File: src/rtl/mvm_pkg.sv
// Shared sizes, state encoding and element types for the MVM output stage.
package mvm_pkg;

  localparam int NUM_BIT = 8;
  localparam int DIM     = 8;
  localparam int ACC_BIT = 16;

  typedef enum logic {
    IDLE,
    STREAM
  } state_t;

  typedef logic signed [ACC_BIT-1:0] acc_t;
  typedef logic signed [NUM_BIT-1:0] act_t;

endpackage

File: src/rtl/requant_unit.sv
// Combinational requantizer: rounding arithmetic right shift, optional ReLU,
// then saturation of one accumulator value to the output element width.
module requant_unit
  import mvm_pkg::*;
#(
  parameter int SHIFT   = 4,
  parameter bit RELU_EN = 1'b1
) (
  input  acc_t i_acc,
  output act_t o_act,
  output logic o_sat
);

  // One extra bit keeps the rounding add from wrapping at the positive limit.
  localparam logic signed [ACC_BIT:0] RND  = (ACC_BIT+1)'((1 << SHIFT) >> 1);
  localparam logic signed [ACC_BIT:0] MAXV = (ACC_BIT+1)'((1 << (NUM_BIT-1)) - 1);
  localparam logic signed [ACC_BIT:0] MINV = ~MAXV;

  logic signed [ACC_BIT:0] sum;
  logic signed [ACC_BIT:0] r;

  always_comb begin
    sum   = (ACC_BIT+1)'(i_acc) + RND;
    r     = sum >>> SHIFT;
    o_sat = 1'b0;
    if (RELU_EN && r[ACC_BIT]) begin
      o_act = '0;
    end else if (r > MAXV) begin
      o_act = MAXV[NUM_BIT-1:0];
      o_sat = 1'b1;
    end else if (r < MINV) begin
      o_act = MINV[NUM_BIT-1:0];
      o_sat = 1'b1;
    end else begin
      o_act = r[NUM_BIT-1:0];
    end
  end

endmodule

File: src/rtl/mvm_requant_out.sv
// MVM output stage: captures the result vector on the falling edge of the
// core busy flag, requantizes it, and streams it out one element per handshake.
module mvm_requant_out #(
  parameter int NUM_BIT = mvm_pkg::NUM_BIT,
  parameter int DIM     = mvm_pkg::DIM,
  parameter int ACC_BIT = mvm_pkg::ACC_BIT,
  parameter int SHIFT   = 4,
  parameter bit RELU_EN = 1'b1
) (
  input  logic                        i_clk_rqOut,
  input  logic                        i_rst_rqOut,
  input  logic [DIM-1:0][ACC_BIT-1:0] i_y_vector,
  input  logic                        i_isAcc,
  output logic                        o_busy,
  output logic [NUM_BIT-1:0]          o_data,
  output logic                        o_valid,
  input  logic                        i_ready,
  output logic [$clog2(DIM)-1:0]      o_idx,
  output logic                        o_last,
  output logic                        o_sat,
  output logic                        o_overrun
);
  import mvm_pkg::*;

  localparam int               IDX_W    = $clog2(DIM);
  localparam logic [IDX_W-1:0] LAST_IDX = IDX_W'(DIM - 1);

  state_t                      state_q, state_d;
  logic                        isacc_q;
  logic [IDX_W-1:0]            idx_q, idx_d;
  logic                        overrun_q, overrun_d;
  logic [DIM-1:0][NUM_BIT-1:0] data_q, data_d;
  logic [DIM-1:0]              sat_q, sat_d;

  logic [DIM-1:0][NUM_BIT-1:0] rq_data;
  logic [DIM-1:0]              rq_sat;
  logic                        streaming, fall, xfer, last_xfer, capture;

  for (genvar g = 0; g < DIM; g++) begin : g_rq
    requant_unit #(
      .SHIFT   (SHIFT),
      .RELU_EN (RELU_EN)
    ) u_rq (
      .i_acc (i_y_vector[g]),
      .o_act (rq_data[g]),
      .o_sat (rq_sat[g])
    );
  end

  always_comb begin
    streaming = (state_q == STREAM);
    fall      = isacc_q & ~i_isAcc;
    xfer      = streaming & i_ready;
    last_xfer = xfer & (idx_q == LAST_IDX);
    // A vector landing on the final handshake refills the buffer back-to-back.
    capture   = fall & (~streaming | last_xfer);

    state_d   = state_q;
    idx_d     = idx_q;
    data_d    = data_q;
    sat_d     = sat_q;
    overrun_d = overrun_q | (fall & streaming & ~last_xfer);

    if (capture) begin
      state_d = STREAM;
      idx_d   = '0;
      data_d  = rq_data;
      sat_d   = rq_sat;
    end else if (last_xfer) begin
      state_d = IDLE;
      idx_d   = '0;
    end else if (xfer) begin
      idx_d = idx_q + IDX_W'(1);
    end
  end

  always_ff @(posedge i_clk_rqOut or posedge i_rst_rqOut) begin
    if (i_rst_rqOut) begin
      state_q   <= IDLE;
      isacc_q   <= 1'b0;
      idx_q     <= '0;
      overrun_q <= 1'b0;
      data_q    <= '0;
      sat_q     <= '0;
    end else begin
      state_q   <= state_d;
      isacc_q   <= i_isAcc;
      idx_q     <= idx_d;
      overrun_q <= overrun_d;
      data_q    <= data_d;
      sat_q     <= sat_d;
    end
  end

  assign o_valid   = streaming;
  assign o_busy    = streaming;
  assign o_idx     = idx_q;
  assign o_data    = streaming ? data_q[idx_q] : '0;
  assign o_sat     = streaming & sat_q[idx_q];
  assign o_last    = streaming & (idx_q == LAST_IDX);
  assign o_overrun = overrun_q;

endmodule

File: config.mk
export PLATFORM = sky130hd
export DESIGN_NAME = mvm_requant_out
export DESIGN_NICKNAME = d
export VERILOG_FILES = /design/src/rtl/mvm_pkg.sv /design/src/rtl/requant_unit.sv /design/src/rtl/mvm_requant_out.sv
export SDC_FILE = /design/constraint.sdc
export NUM_CORES = 1
export LEC_CHECK = 0
export ABC_AREA = 1
export CORE_UTILIZATION = 35
export CTS_CLUSTER_SIZE = 20
export DETAILED_ROUTE_END_ITERATION = 6
export GPL_TIMING_DRIVEN = 1
export PLACE_DENSITY = 0.72
export SETUP_SLACK_MARGIN = 0.3
export SYNTH_ARGS = -nofsm -noshare
export SYNTH_HDL_FRONTEND = slang
export SYNTH_SLANG_ARGS = --single-unit
File: constraint.sdc
create_clock -name i_clk_rqOut -period 3.2 [get_ports i_clk_rqOut]
set_input_delay 0.64 -clock i_clk_rqOut [delete_from_list [all_inputs] [get_ports i_clk_rqOut]]
set_output_delay 0.64 -clock i_clk_rqOut [all_outputs]
set_load 0.1 [all_outputs]
**Word-level counts from Yosys, hierarchy flattened**

Cells that the tools add are included.

- Bits in registers: 78
- Latch bits: 0
- Bits in writable memories: 0
- Bits in read-only memories: 0
- Output and inout bits: 16
- Memories kept: 0

- Add/sub/neg operators: 9
- $mul: 0
- Div/mod/pow operators: 0
- Magnitude comparators: 17
- Equal/unequal tests: 1
- Shift operators: 0
- Multiplexer cells: 58
- Bitwise gates (word level): 13
- Reductions and logical operators: 2

Operators by type and width:

| cell | number |
|---|---|
| $mux W8 | 26 |
| $add A16 B5 Y17 const B | 8 |
| $gt A13 B8 Y1 const B | 8 |
| $lt A13 B8 Y1 const B | 8 |
| $mux W1 | 27 |
| $bmux W8 S3 | 1 |
| $mux W3 | 3 |
| $and A1 B1 Y1 | 8 |
| $lt A3 B4 Y1 const B | 1 |
| $add A3 B1 Y3 const B | 1 |
| $bmux W1 S3 | 1 |
| $eq A3 B3 Y1 const B | 1 |
| $not A1 Y1 | 3 |
| $reduce_bool A3 Y1 | 1 |
| $or A1 B1 Y1 | 2 |
| $reduce_bool A2 Y1 | 1 |

**Logic depth before layout (Yosys ltp)**

- Depth after elaboration: 5
- Depth in mapped cells: 11
- Depth with buffers taken out: 11

**Hierarchy**

From an unflattened synthesis, not the netlist that was laid out.

- Cell total of the unflattened synthesis: 1,040
- Area, all modules: 6,760.2 µm²

Modules (own cells, without submodules):

| module | instances | cells an instance | area each (µm²) |
|---|---|---|---|
| mvm_requant_out | 1 | 584 | 4,107.7 |
| requant_unit | 8 | 57 | 331.6 |

**Worst setup path before layout**

OpenSTA, ideal clock, no wires.

- Kind: register to output
- From: register idx_q[0] (netlist: o_idx[0])
- To: output port o_sat
- Arrival: 3.458 ns
- Slack: -0.898 ns
- Cell stages (with the launch flop): 8
- Path buffers: 3
- Path through: dfrtp_1 -> buf_2 -> inv_1 -> buf_2 -> buf_2 -> a21oi_1 -> o21ai_0 -> a31oi_1

- Word-level cells in the longest chain between the ends: 3

Ends and longest elaborated chain:

| what | RTL line | source |
|---|---|---|
| from (decl) | mvm_requant_out.sv:30 | `logic [IDX_W-1:0] idx_q, idx_d;` |
| from (signal assigned) | mvm_requant_out.sv:88 | `idx_q <= idx_d;` |
| $bmux W1 S3 | mvm_requant_out.sv:99 | `assign o_sat = streaming & sat_q[idx_q];` |
| $mux W1 (implied by the code) | mvm_requant_out.sv:99 |  |
| $and A1 B1 Y1 | mvm_requant_out.sv:99 |  |
| to (decl) | mvm_requant_out.sv:20 | `output logic o_sat,` |

Every way passes these cells. The select of a mux whose other input is x is not followed.

**Final worst setup path**

- From: register idx_q[0] (netlist: o_idx[0])
- To: output port o_data[4]

- Word-level cells in the longest chain between the ends: 3

Ends and longest elaborated chain:

| what | RTL line | source |
|---|---|---|
| $bmux W8 S3 | mvm_requant_out.sv:98 | `assign o_data = streaming ? data_q[idx_q] : '0;` |
| $mux W8 (implied by the code) | mvm_requant_out.sv:98 |  |
| $mux W8 | mvm_requant_out.sv:98 |  |
| to (decl) | mvm_requant_out.sv:15 | `output logic [NUM_BIT-1:0] o_data,` |

Every way passes these cells. The select of a mux whose other input is x is not followed.

==> results.md <==
- Max VDD drop: 1.34 mV
- Critical path launch point type: flip-flop
- Status: finished, final reports clean
- #FFs+latches synth: between 70 and 80
- Largest family of logic cells by synthesized area: simple AND/OR/NAND/NOR gates
- EDFF count, synth: 0
- # rows: between 40 and 50
- Antenna violations before repair: 0
- Synth Area in Simple Gates: 0.392
- CTS buffer count: 9
- Core Area: 16,600 sq um
- Layout cell share with drive strength beyond 1: 0.0943
- DRT iter0 DRCs: 325
- TritonCTS clock tree: built
- Synth top area share: 0.329
- Max-slew violations: 0
- Grt met2 use: 0.330
- Crit path DAT: 2060 ps
- Slew headroom: 0.590
- Placed wire-length estimate: 11,800 microns
- Endpoint class of the critical path: output port
- Routed vias/inst: 4.85
- Initial Utilization: 0.358
- Synth Instances: 901
- Critical path class: flip-flop to output port
- Synth Area in Adders: 0.0211
- Met1 usage: 0.227
- Remaining Overflow, GRT: 0
- Yosys warning count: 0
- Maximum clock path buffer count: 2
- I/O pins: 148
- Netlist Area Pre-Place: between 5000 and 6000 sq um
- Global routing usage on met3: 0.0308
- Pwr/cell area: 848 nW/um^2
- Die W: about 130 microns
- Max_cap viols: 0
- Sequential fraction of the synthesis area: 0.329
- Diodes inserted: 0
- Crit share post-route: 0.844
- Top post-synthesis cells by area: dfrtp_1 (33%), nand2_1 (17%), nor2_1 (6.9%)
- Post-route minimum period: 2700 ps
- Setup TNS: 0 ps
- CTS root buffer: clkbuf_16
- NumNets Final: ~1,200
- DR WL/cell: 12.4 microns
- Gp weighted congestion: a little under 0.9
- CP Max Fanout: 37
- Largest net degree at the start of global routing: a little under 80
- Synth top cells by count: nand2_1 (267), nor2_1 (109), inv_1 (95)
- Post-synthesis net count: around 1,000
- Full die area: 17,500 sq um
- Fin. Hold Viols: 0
- Clock Pin Slew Worst Setup and Hold Paths: about 60 ps
- P_leak: 3.74 nW
- Synth area leader: dfrtp_1
- Worst-skew pair later-pin latency: 340 ps
- Hold_buf cts: 0
- H-tree levels: 3
- Hold Path Class: flip-flop to flip-flop
- First-pass GRT wire length: 26,500 microns
- Synth Area in XOR/XNOR: 0.0724
- Cell variety after synth: 32
- Vias: 6,059
- Hold slack: approximately 480 ps
- Syn-to-layout area delta: 34.5%
- Mux share of post-synthesis cell area: 0
- Post-route ant nets: 0
- Pre-antenna DRT Iters: 5
- Compound-Gate Fraction of Synth Area: 0.106
- RSZ-0062 raised after global routing: no
- Data required time of the critical path: ~2600 ps
- Vert. Die Dim: 132 microns
- CTS sink cnt: 78
- Post-Route Skew: 4.21 ps
- Actual slew at the worst max-slew pin: 609 ps
- Vias in the first global route: just under 6,000
- Final wirelength: roughly 16,000 microns
- Total global-route track usage: 0.185
- Syn Area/Cell: 6.58 sq um
- Post-synth ARST share: 1.00
- Gr busiest metal: met2
- Fmax: 370 MHz
- Final Setup Violations: 0
- Port bufs: 123
- Drt drc: 0
- Top-count cell post-synth: nand2_1
- Primary FF master, synth: dfrtp_1
==> cell usage in the layout, fill, tap and decap left out, types with 9 or more instances in the layout <==
cell / instances
nor2_2: 12
inv_1: 92
clkdlybuf4s50_1: 107
nor3_1: 11
o22ai_1: 9
nor2_4: 11
xor2_1: 32
nand4_1: 23
o21ai_0: 74
buf_12: 10
nand3_1: 77
xnor2_1: 17
a21oi_1: 13
ha_1: 10
dfrtp_1: 76
nand2_1: 267
clkbuf_16: 9
buf_4: 16
nor2_1: 107
==> worst max-delay path: stages (launching register included) <==
cell,delay (ps)
dfrtp_2,390
buf_6,280
o21ai_0,160
o22ai_1,220
o21ai_0,170
a31oi_4,270
buf_12,210
==> stage by stage <==
stage | worst slack (ps) | utilization | cell area [sq um] | total power [mW] | instances
final | 501 | 0.481 | 7970 | 6.76 | 1249
after global routing | 368 | 0.481 | 7970 | 7.15 | 1249
after CTS | 378 | 0.479 | 7940 | 6.74 | 1246
after detailed placement | 644 | 0.459 | 7600 | 5.56 | 1230
after global placement | 663 | 0.459 | 7600 | 5.52 | 1230
after floorplan | 365 | - | 6050 | 4.29 | 901
==> repair_timing <==
action | in CTS | in global routing
hold endpoints to repair | 0 | 0
resized for setup | 0 | 3
endpoints found under the setup margin | 0 | 5
setup buffers | 0 | 3
==> area by class of cell <==
class                      count  area (sq um)
inverter                      99           382
tap                          220           275
fill                        1646          8610
timing repair buffer         134          1400
multi-input combinational    702          3620
clock inverter                 3          65.1
sequential                    78          1950
clock buffer                  13           270
==> logic make-up (layout without fill, tap and decap cells) <==
| group | count (synthesis) | in the layout |
|---|---|---|
| fa+ha+maj | 10 | 10 |
| xor+xnor | 49 | 49 |
| flops | 78 | 78 |
| simple gates | 528 | 528 |
| compound gates | 115 | 115 |
| buf+inv | 121 | 249 |
==> power breakdown <==
group / switching, mW / internal, mW / total [mW]
clock network: 0.390 / 0.746 / 1.14
registers: 0.299 / 1.46 / 1.75
logic: 2.50 / 1.37 / 3.87
==> routing by layer <==
layer / wire (microns) / up-vias
li1: - / 3153
met4: 219 / 0
met3: 647 / 18
met2: 7780 / 143
met5: 0 / -
met1: 6900 / 2745
==> flip-flops by register name, summed over array words and instances (netlist names) <==
signal and cells:
o_idx 3, sat_q 8, o_overrun 1, isacc_q 1
o_busy 1, data_q 64
==> path summary, 6_finish.rpt <==
check	start	to	slack, ps	cells past startpoint
worst min-delay path	sat_q[6]	sat_q[6]	480	2
min in group asynchronous	i_rst_rqOut	data_q[4]	710	3
worst max-delay path	o_idx[0]	o_data[4]	500	6
max in group asynchronous	i_rst_rqOut	o_idx[0]	2130	3
worst min register to register	sat_q[6]	sat_q[6]	480	2
worst max register to register	o_idx[0]	data_q[9]	890	9
Note: power is estimated with default switching activity, not from simulation.
